### src/rtl/peak_tracker.sv
// Frame-based running-maximum tracker wrapped around an external 4-bit magnitude comparator.
// Optional sticky comparator sanity flag (cmp_err) enabled by PEAK_TRACKER_ONEHOT_CHECK_EN.
module peak_tracker #(
    parameter int CNT_W = 8
) (
    input  logic             clk,
    input  logic             rst_n,
    input  logic             in_valid,
    output logic             in_ready,
    input  logic [3:0]       in_data,
    input  logic             in_last,
    output logic [3:0]       cmp_a,
    output logic [3:0]       cmp_b,
    input  logic             cmp_la,
    input  logic             cmp_lb,
    input  logic             cmp_s,
`ifdef PEAK_TRACKER_ONEHOT_CHECK_EN
    output logic             cmp_err,
`endif
    output logic             out_valid,
    input  logic             out_ready,
    output logic [3:0]       out_max,
    output logic [CNT_W-1:0] out_idx,
    output logic [CNT_W-1:0] out_ties,
    output logic [CNT_W-1:0] out_len
);

    localparam logic [1:0] IDLE = 2'd0;
    localparam logic [1:0] ACC  = 2'd1;
    localparam logic [1:0] HOLD = 2'd2;

    localparam logic [CNT_W-1:0] CNT_MAX = '1;
    localparam logic [CNT_W-1:0] CNT_ONE = CNT_W'(1);

    logic [1:0]       state_q;
    logic [3:0]       max_q;
    logic [CNT_W-1:0] idx_q, ties_q, len_q;

    logic             accept;
    logic [3:0]       max_d;
    logic [CNT_W-1:0] idx_d, ties_d, len_d;

    assign in_ready = (state_q != HOLD);
    assign accept   = in_valid & in_ready;
    assign cmp_a    = in_data;
    assign cmp_b    = max_q;

    // Next frame statistics if the presented sample is accepted this cycle.
    always_comb begin
        max_d  = max_q;
        idx_d  = idx_q;
        ties_d = ties_q;
        len_d  = len_q;
        if (state_q == IDLE) begin
            max_d  = in_data;
            idx_d  = '0;
            ties_d = '0;
            len_d  = CNT_ONE;
        end else begin
            if (cmp_la) begin
                max_d  = in_data;
                idx_d  = len_q;
                ties_d = '0;
            end else if (cmp_s) begin
                if (ties_q != CNT_MAX)
                    ties_d = ties_q + CNT_ONE;
            end
            if (len_q != CNT_MAX)
                len_d = len_q + CNT_ONE;
        end
    end

    always_ff @(posedge clk or negedge rst_n) begin
        if (!rst_n) begin
            state_q   <= IDLE;
            max_q     <= '0;
            idx_q     <= '0;
            ties_q    <= '0;
            len_q     <= '0;
            out_valid <= 1'b0;
            out_max   <= '0;
            out_idx   <= '0;
            out_ties  <= '0;
            out_len   <= '0;
        end else begin
            case (state_q)
                IDLE, ACC: begin
                    if (accept) begin
                        max_q  <= max_d;
                        idx_q  <= idx_d;
                        ties_q <= ties_d;
                        len_q  <= len_d;
                        if (in_last) begin
                            state_q   <= HOLD;
                            out_valid <= 1'b1;
                            out_max   <= max_d;
                            out_idx   <= idx_d;
                            out_ties  <= ties_d;
                            out_len   <= len_d;
                        end else begin
                            state_q <= ACC;
                        end
                    end
                end
                HOLD: begin
                    if (out_ready) begin
                        state_q   <= IDLE;
                        out_valid <= 1'b0;
                    end
                end
                default: state_q <= IDLE;
            endcase
        end
    end

`ifdef PEAK_TRACKER_ONEHOT_CHECK_EN
    logic onehot;
    assign onehot = ({cmp_la, cmp_lb, cmp_s} == 3'b100) ||
                    ({cmp_la, cmp_lb, cmp_s} == 3'b010) ||
                    ({cmp_la, cmp_lb, cmp_s} == 3'b001);

    // Only non-first samples consult the comparator, so only those are checked.
    always_ff @(posedge clk or negedge rst_n) begin
        if (!rst_n)
            cmp_err <= 1'b0;
        else if (accept && (state_q == ACC) && !onehot)
            cmp_err <= 1'b1;
    end
`endif

endmodule

### config.mk
export PLATFORM = sky130hd
export DESIGN_NAME = peak_tracker
export DESIGN_NICKNAME = d
export VERILOG_FILES = /design/src/rtl/peak_tracker.sv
export SDC_FILE = /design/constraint.sdc
export NUM_CORES = 1
export LEC_CHECK = 0
export BUFFER_PORTS_ARGS = -buffer_cell sky130_fd_sc_hd__buf_2
export CORE_UTILIZATION = 40
export CTS_CLUSTER_DIAMETER = 40
export CTS_CLUSTER_SIZE = 20
export DETAILED_ROUTE_END_ITERATION = 6
export GPL_TIMING_DRIVEN = 0
export SETUP_SLACK_MARGIN = 0.4
export SLEW_MARGIN = 20
export SYNTH_ARGS = -nofsm -noshare
export SYNTH_HDL_FRONTEND = slang
export SYNTH_SLANG_ARGS = --single-unit
### constraint.sdc
create_clock -name clk -period 3.5 [get_ports clk]
set_input_delay 0.35 -clock clk [delete_from_list [all_inputs] [get_ports clk]]
set_output_delay 0.35 -clock clk [all_outputs]
set_load 0.01 [all_outputs]
==> results_dict.tcl, run 1 <==
set metrics [dict create \
    status "finished clean" \
    reg2reg_depth 5 \
    worst_slack_ns 1.66 \
    detail-route-antenna-nets 0 \
    first_global_vias 2160 \
    cts.clk_slew.worst_paths_ns 0.07 \
    clock_sink_count 59 \
    critical_path.endpoint_type "register" \
    register_area_share_after_synthesis 0.513 \
    startpoint_type "register" \
    post_dp_cell_area_sq_mm 0.00324 \
    dpl.cell_count 430 \
    grt_remaining_overflow 0 \
    required_time_at_the_endpoint_of_the_critical_path_ns 3.73 \
    routedWlPerCell_microns 14.9 \
    dp_hpwl_microns 4590 \
    arrival_time_of_data_at_the_critical_path_endpoint_ns 2.07 \
    timing.critical_path.slowest_cell_delay_ns 0.48 \
    shortest_period_the_worst_path_allows_ns 1.84 \
    worstSkewPairLatency_ns 0.34 \
    netlist.top_cell.by_area "dfrtp_1" \
    gpl.final_weighted_congestion 0.865 \
    clk_path_buf_depth 2 \
    diode_count 0 \
    final_core_utilization 0.502 \
    synth_enable_flop_cells 0 \
    pwr_density_cell_mw_per_mm2 561 \
    fp-row-count 30 \
    synthesis.instances 286 \
    slew_headroom 0.494 \
    synth.most_common_cell "dfrtp_1" \
    global_route_wire_length_before_repair_microns 11000 \
    dpl_worst_slack_ns 1.69 \
    clock-skew-final_ns 0.00714 \
    post_synth.cell_area_avg_sq_um 10.1 \
    worstPathBufferInverterCount 0 \
    yosys_warnings 0 \
    cts.htree.levels 3 \
    final_cell_count_no_fill 446 \
    cts-root-buf "clkbuf_8" \
    largest_net_degree_at_the_start_of_global_routing 60 \
    finalPower_mw 1.94 \
    max-cap-violations 0 \
    drtPass1Iterations 4 \
    max_freq_mhz 543 \
    io-pin-count 50 \
    crit_chain "ha_1, nand2_1, nor3_4, nor3b_1, o41ai_2" \
    timing_worst_slew_pin_value_ns 0.759 \
    async_reset_ff_frac 1.00 \
    yosysTopAreaCellShare 0.513 \
    routed_wl_microns 6670 \
    worstReg2RegStart "len_q[0]" \
    timing.final.max_slew_violations 0 \
    drive_gt1_frac 0.277 \
    r2r_end "out_len[3]" \
    distinct_cell_type_count_of_the_synthesized_netlist 51 \
    drt-initial-drc-count 123 \
    routed_vias_inst 5.22 \
    postCtsHoldBufs 0 \
    cts_repair_resize_count 0 \
    groute.usage.overall 0.192 \
    syn2layout_area_growth_pct 20.0 \
    dr_total_vias 2326 \
    layout_worst_path_cycle_share 0.527 \
    worst_hold_slack_ns 0.0668 \
    setup.worst_path.class "reg -> reg" \
    vdd_ir_drop_max_mv 0.202 \
    grt_antenna_before_repair 0 \
    fin_setup_tns_ns 0 \
    synth_ff_type "dfrtp_1" \
    hold_class "in -> async" \
    dieHeight_microns 86.8 \
    synth_net_count 300 \
    core_region_area_sq_mm 0.00687 \
    post_synth_main_area_contributors "dfrtp_1, nand2_1, mux2i_1" \
    report.final.hold_viol_count 0 \
    total_leakage_power_nw 1.64 \
    post_synth_instance_area_sq_mm 0.00288 \
    postCtsSetupBuffers 0 \
    setup_viol 0 \
    drc 0 \
    cp_top_family "simple AND/OR/NAND/NOR gates" \
    reg2reg_setup_slack_ns 1.66 \
    start_util 0.419 \
    port-buffer-count 48 \
    finalInstanceArea_sq_mm 0.00345 \
    synth.cells.most_frequent "dfrtp_1, nand2_1, o21ai_0" \
    slowest_stage "dfrtp_1" \
    floorplan.die_area_sq_mm 0.00753 \
    worstPathMaxFanout 8 \
    ys_ff_latch 59 \
    chipWidth_microns 86.8 \
    grt_setup_unrepaired "false" \
    cts_buffers 9 \
    clock_tree_from_tritoncts "done" \
    layout.nets 359 \
]
cells by family after synthesis:
kind of cell | Yosys count | share of synthesized area
AND/OR/NAND/NOR | 94 | 0.160
buffers and inverters | 29 | 0.0531
adder cells (fa/ha/maj) | 2 | 0.00870
AO/OA/AOI/OAI | 82 | 0.195
flip-flops | 59 | 0.513
multiplexers | 16 | 0.0574
XOR/XNOR | 4 | 0.0122
cells in the final DEF, fill, tap and decap left out, types with 2 or more instances in the layout:
cell type,count
a21oi_1,16
a22o_1,9
a31oi_1,6
and2_1,4
and3_1,2
and4_1,3
buf_2,57
buf_4,9
clkbuf_1,5
clkbuf_8,12
clkinv_2,2
dfrtp_1,59
ha_1,2
inv_1,5
mux2_2,4
mux2i_1,12
nand2_1,48
nand2b_1,3
nand3_1,6
nand4_1,3
nor2_1,11
nor2b_1,2
nor3_1,2
nor3b_1,2
o211ai_1,4
o21ai_0,17
o22ai_1,3
o31ai_1,13
xnor2_1,3
final cells by class:
class,count,area (sq um)
flip-flops and latches,59,1480
clock buffers,12,165
plain buffers,24,134
multi-input cells,198,1250
repair buffers,48,243
clock inverters,4,47.5
fillers,648,3420
inverters,5,18.8
well taps,96,120
worst reg2reg max path: stages (launching register included):
cell and delay, ns:
dfrtp_1 0.48, ha_1 0.35, nand2_1 0.17, nor3_4 0.31, nor3b_1 0.13, o41ai_2 0.29
power breakdown:
group / total [mW] / internal, mW / leakage, nW / switching (mW)
sequential: 0.844 / 0.778 / 0.778 / 0.0657
clock: 0.661 / 0.385 / 0.108 / 0.276
combinational: 0.432 / 0.179 / 0.754 / 0.253
worst max-delay path by stage:
stage	startpoint	end	depth (start not counted)
6_report	len_q[0]	out_len[3]	5
5_1_grt	len_q[0]	out_len[3]	5
3_5_place_dp	len_q[0]	out_len[3]	5
3_3_place_gp	len_q[0]	out_len[3]	5
4_1_cts	len_q[0]	out_len[3]	5
2_1_floorplan	len_q[0]	out_len[3]	5
routing by layer:
layer	vias up	track usage	share of wire
li1	1146	-	-
met1	1118	0.290	0.51
met2	54	0.265	0.43
met3	8	0.0371	0.036
met4	0	0.0864	0.015
met5	-	0	0
flip-flops by register name, indices dropped and copies added, names as in the netlist:
register and cells:
ties_q 8, out_idx 8, len_q 8, out_valid 1, cmp_b 4, out_ties 8
out_len 8, out_max 4, idx_q 8, state_q 2
Note: power is estimated with default switching activity, not from simulation.
==> run 2, diff against run 1 <==
clock period = 1.6 ns   (was 3.5 ns; I/O delays follow)
==> run 2 against run 1 <==
Effect of this change:
- cell count up 11%
- fmax up 28%
- combinational power rose to 3.5 times the previous value
- critical path type unchanged
- critical endpoint is now out_max[1]
- largest cell class is now multi-input combinational cells
- largest power group unchanged
- highest routed layer unchanged
==> results_dict.tcl, run 2 (synthesis results as in run 1) <==
set metrics [dict create \
    final_common_cell "dfrtp_1" \
    groute.usage.overall 0.221 \
    clock_sink_count 59 \
    startpoint_type "register" \
    setup_viol 0 \
    hold_path_end "state_q[1]" \
    fp-row-count 30 \
    report.final.hold_viol_count 0 \
    max_freq_mhz 695 \
    gpl.final_weighted_congestion 0.843 \
    dp_hpwl_microns 4640 \
    cts.clk_slew.worst_paths_ns 0.07 \
    shortest_period_the_worst_path_allows_ns 1.44 \
    reg2reg_setup_slack_ns 0.16 \
    critical_path.endpoint_type "register" \
    detail-route-antenna-nets 0 \
    floorplan.die_area_sq_mm 0.00753 \
    drtPass1Iterations 4 \
    fin_setup_tns_ns 0 \
    r2r_end "out_max[1]" \
    routedWlPerCell_microns 16.7 \
    hold_class "in -> reg" \
    largest_net_degree_at_the_start_of_global_routing 60 \
    clock-skew-final_ns 0.00783 \
    pwr_density_cell_mw_per_mm2 1060 \
    setup.worst_path.class "reg -> reg" \
    dieHeight_microns 86.8 \
    cts.htree.levels 3 \
    grt_remaining_overflow 0 \
    max-cap-violations 0 \
    start_util 0.419 \
    routed_wl_microns 8250 \
    port-buffer-count 48 \
    drt-initial-drc-count 117 \
    timing.final.max_slew_violations 0 \
    startpoint "state_q[1]" \
    arrival_time_of_data_at_the_critical_path_endpoint_ns 1.69 \
    status "finished clean" \
    worstSkewPairLatency_ns 0.34 \
    clock_tree_from_tritoncts "done" \
    core_region_area_sq_mm 0.00687 \
    grt_setup_unrepaired "true" \
    drc 0 \
    global_route_wire_length_before_repair_microns 12600 \
    min_delay_path_depth 2 \
    final.fill_count 547 \
    dr_total_vias 2641 \
    cts-root-buf "clkbuf_8" \
    clk_path_buf_depth 2 \
    io-pin-count 50 \
    syn2layout_area_growth_pct 55.7 \
    worstPathMaxFanout 8 \
    grt_antenna_before_repair 0 \
    chipWidth_microns 86.8 \
    drive_gt1_frac 0.541 \
    first_global_vias 2600 \
    reg2reg_depth 7 \
    most-common-layout-cells "dfrtp_1, buf_2, buf_4" \
    timing_worst_slew_pin_value_ns 0.758 \
    cts_buffers 9 \
    worstReg2RegStart "state_q[1]" \
    total_leakage_power_nw 2.06 \
    min-delay-start "out_ready" \
    layout.nets 408 \
    vdd_ir_drop_max_mv 0.618 \
    routed_vias_inst 5.34 \
    diode_count 0 \
    slew_headroom 0.495 \
    worst_hold_slack_ns 0.0144 \
    layout_worst_path_cycle_share 0.899 \
    required_time_at_the_endpoint_of_the_critical_path_ns 1.85 \
]
==> run 2: final cells by class <==
class / count / area, sq um / share of cell area
Clock inverter: 5 / 52.6 / 0.0117
Timing Repair Buffer: 97 / 742 / 0.166
Sequential cell: 59 / 1490 / 0.332
Inverter: 5 / 18.8 / 0.00419
Multi-Input combinational cell: 198 / 1640 / 0.366
Clock buffer: 11 / 141 / 0.0316
Buffer: 24 / 280 / 0.0626
Tap cell: 96 / 120 / 0.0268
==> run 2: worst max-delay path, cell delays in order (launching register included) <==
cell and delay, ns:
dfrtp_2 0.46, nor2b_2 0.14, buf_6 0.16, and2_4 0.17, buf_12 0.13, buf_8 0.12, nor2_2 0.04, a31oi_1 0.13
==> run 2: worst max-delay path by stage <==
stage                       endpoint  slack, ns
after floorplan           out_len[1]       0.18
after global placement    out_len[1]      -0.08
after detailed placement  out_len[1]      -0.09
after CTS                 out_len[0]       0.20
after global routing      out_max[2]       0.08
final                     out_max[1]       0.16
==> run 2: timing repair <==
item | in CTS | in global routing
cloned | 3 | 2
buffers inserted | 34 | 9
setup endpoints to repair | 59 | 59
resized for setup | 68 | 53
endpoints found under the hold margin | 59 | 0
pin swaps | 32 | 25
hold buffers | 1 | 0
==> run 2: power breakdown <==
group | internal [mW] | total [mW] | switching [mW]
Sequential | 1.71 | 1.87 | 0.164
Clock | 0.754 | 1.34 | 0.591
Combinational | 0.762 | 1.52 | 0.757
==> run 2: per-layer routing <==
metal | GRT usage | share of wire | vias up
li1 | - | - | 1244
met1 | 0.284 | 0.44 | 1303
met2 | 0.369 | 0.50 | 78
met3 | 0.0400 | 0.040 | 16
met4 | 0.0894 | 0.019 | 0
met5 | 0 | 0 | -
==> run 2: metrics by stage <==
step,power (mW),instance area [sq um],setup slack [ns],util,instances
finish,4.74,4480,0.162,0.652,495
global route,4.99,4480,0.0847,0.652,495
CTS,4.56,4150,0.196,0.604,484
detailed placement,2.92,3380,-0.0876,0.492,430
global placement,2.90,3380,-0.0814,0.492,430
floorplan,2.55,3020,0.178,-,286
==> run 3, diff against run 2 <==
PLACE_DENSITY = 0.64   (was default)
==> run 3 against run 2 <==
Effect of this change:
- via count is 0.49% higher
- cell count up 0.20%
- design area increased by 1.6%
- sequential power about the same
- total power rose by 2.4%
- wire length rose by 3.4%
- critical path depth shrank 1
- register-to-register slack about the same
- critical endpoint is now out_len[1]
- largest cell class unchanged
- largest power group unchanged
==> results_dict.tcl, run 3 (synthesis results as in run 1) <==
set metrics [dict create \
    status "finished clean" \
    total_leakage_power_nw 2.08 \
    clock_sink_count 59 \
    crit_chain "ha_4, nand2_4, nor3_4, buf_12, mux2i_2, o31ai_2" \
    clock_power_share 0.265 \
    cts_buffers 9 \
    drive_gt1_frac 0.570 \
    max_freq_mhz 694 \
    timing.final.max_slew_violations 0 \
    startpoint "len_q[1]" \
    power.share.switching 0.331 \
    grt_remaining_overflow 0 \
    cp_top_family "flip-flops" \
    slowest_stage "dfrtp_2" \
    busiest_layer "met2" \
    dpl.cell_count 430 \
    fin_setup_tns_ns 0 \
    critical_path.endpoint_type "register" \
    timing.critical_path.slowest_cell_delay_ns 0.42 \
    drc 0 \
    floorplan.die_area_sq_mm 0.00753 \
    combinationalPowerShare 0.348 \
    vdd_ir_drop_max_mv 0.703 \
    setup.worst_path.class "reg -> reg" \
    use_met2 0.363 \
    finalInstanceArea_sq_mm 0.00455 \
    drtPass1Iterations 4 \
    clock-skew-final_ns 0.00734 \
    met1_usage 0.272 \
    detail-route-antenna-nets 0 \
    cts.clk_slew.worst_paths_ns 0.07 \
    worstSkewPairLatency_ns 0.36 \
    sequential_share_of_power 0.387 \
    core_region_area_sq_mm 0.00687 \
    final_cell_count_no_fill 496 \
    drt-initial-drc-count 137 \
    report.final.hold_viol_count 0 \
    io-pin-count 50 \
    r2r_end "out_len[1]" \
    layout_worst_path_cycle_share 0.900 \
    hold_class "in -> reg" \
    reg2reg_setup_slack_ns 0.16 \
    clock_tree_from_tritoncts "done" \
    groute.usage.overall 0.220 \
    routedWlPerCell_microns 17.2 \
    worstSetupPathDepth 6 \
    setup_viol 0 \
    setup.worst_path.end "out_len[1]" \
    shortest_period_the_worst_path_allows_ns 1.44 \
    dr_total_vias 2654 \
    cts-root-buf "clkbuf_8" \
    worst_hold_slack_ns 0.0648 \
    worstReg2RegStart "len_q[1]" \
    post_dp_cell_area_sq_mm 0.00338 \
    worstPathMaxFanout 7 \
    cell_internal_pwr_mw 3.24 \
    chipWidth_microns 86.8 \
    grt.met3_usage 0.0714 \
    global_route_wire_length_before_repair_microns 12400 \
    max-cap-violations 0 \
    dp_hpwl_microns 4620 \
    required_time_at_the_endpoint_of_the_critical_path_ns 1.84 \
    arrival_time_of_data_at_the_critical_path_endpoint_ns 1.68 \
    cts.htree.levels 3 \
    dieHeight_microns 86.8 \
    slew_headroom 0.499 \
    layout.nets 409 \
    final_common_cell "dfrtp_1" \
    start_util 0.419 \
    gpl.final_weighted_congestion 0.816 \
    most-common-layout-cells "dfrtp_1, buf_2, nand2_1" \
    worstPathBufferInverterCount 1 \
    port-buffer-count 48 \
    fp-row-count 30 \
    grt_setup_unrepaired "true" \
    power.net_switching_mw 1.61 \
    largest_net_degree_at_the_start_of_global_routing 60 \
    syn2layout_area_growth_pct 58.3 \
    first_global_vias 2577 \
    diode_count 0 \
    clk_path_buf_depth 2 \
    timing_worst_slew_pin_value_ns 0.752 \
    reg2reg_depth 6 \
    pwr_density_cell_mw_per_mm2 1070 \
    finalPower_mw 4.85 \
    routed_vias_inst 5.35 \
    routed_wl_microns 8530 \
    grt_antenna_before_repair 0 \
    startpoint_type "register" \
]
==> run 3: worst min path at each step <==
stage / start / end / cells past startpoint
after floorplan: rst_n / cmp_b[0] / 0
after global placement: out_ready / state_q[1] / 2
after detailed placement: rst_n / out_len[5] / 1
after CTS: in_valid / state_q[0] / 2
after global routing: in_data[2] / cmp_b[2] / 2
final: in_data[3] / cmp_b[3] / 2
==> run 3: layout make-up <==
type / instances / area [sq um]
Sequential cell: 59 / 1490
Tap cell: 96 / 120
Inverter: 5 / 18.8
Multi-Input combinational cell: 198 / 1710
Buffer: 24 / 275
Clock inverter: 2 / 10.0
Fill cell: 516 / 2320
Timing Repair Buffer: 98 / 761
Clock buffer: 14 / 173
==> run 3: worst register-to-register path: cells and delay by family, from the launching register on <==
kind                       cells  cell delay, ns
adders and majority gates      1            0.18
buffers and inverters          1            0.16
DFF                            1            0.42
AOI/OAI and AO/OA              1            0.09
muxes                          1            0.25
and+or+nand+nor                2            0.23
==> run 3: repair_timing <==
action / 4_1_cts / 5_1_grt
pin swaps: 21 / 30
cloned: 2 / 1
endpoints found under the setup margin: 59 / 59
hold endpoints to repair: 60 / 0
buffers inserted: 22 / 23
resized for setup: 66 / 76
hold buffers: 2 / 0
==> run 3: metal layers <==
metal / vias to the layer above / share of wire / wire (microns)
li1: 1256 / - / -
met2: 65 / 0.51 / 4370
met1: 1318 / 0.44 / 3730
met5: - / 0 / 0
met4: 0 / 0.018 / 151
met3: 15 / 0.033 / 278
==> run 3: power by group through the flow <==
stage | logic (mW) | clock network, mW | registers (mW)
final | 1.69 | 1.29 | 1.88
after global routing | 1.80 | 1.36 | 1.90
after CTS | 1.34 | 1.30 | 1.86
after detailed placement | 1.02 | 0 | 1.89
after global placement | 1.00 | 0 | 1.88
after floorplan | 0.626 | 0 | 1.92
==> run 3: per-stage QoR <==
| step | utilization | worst slack, ns |
|---|---|---|
| floorplan | - | 0.178 |
| global placement | 0.492 | -0.0115 |
| detailed placement | 0.492 | -0.0295 |
| CTS | 0.588 | 0.224 |
| global route | 0.662 | 0.0976 |
| finish | 0.662 | 0.159 |
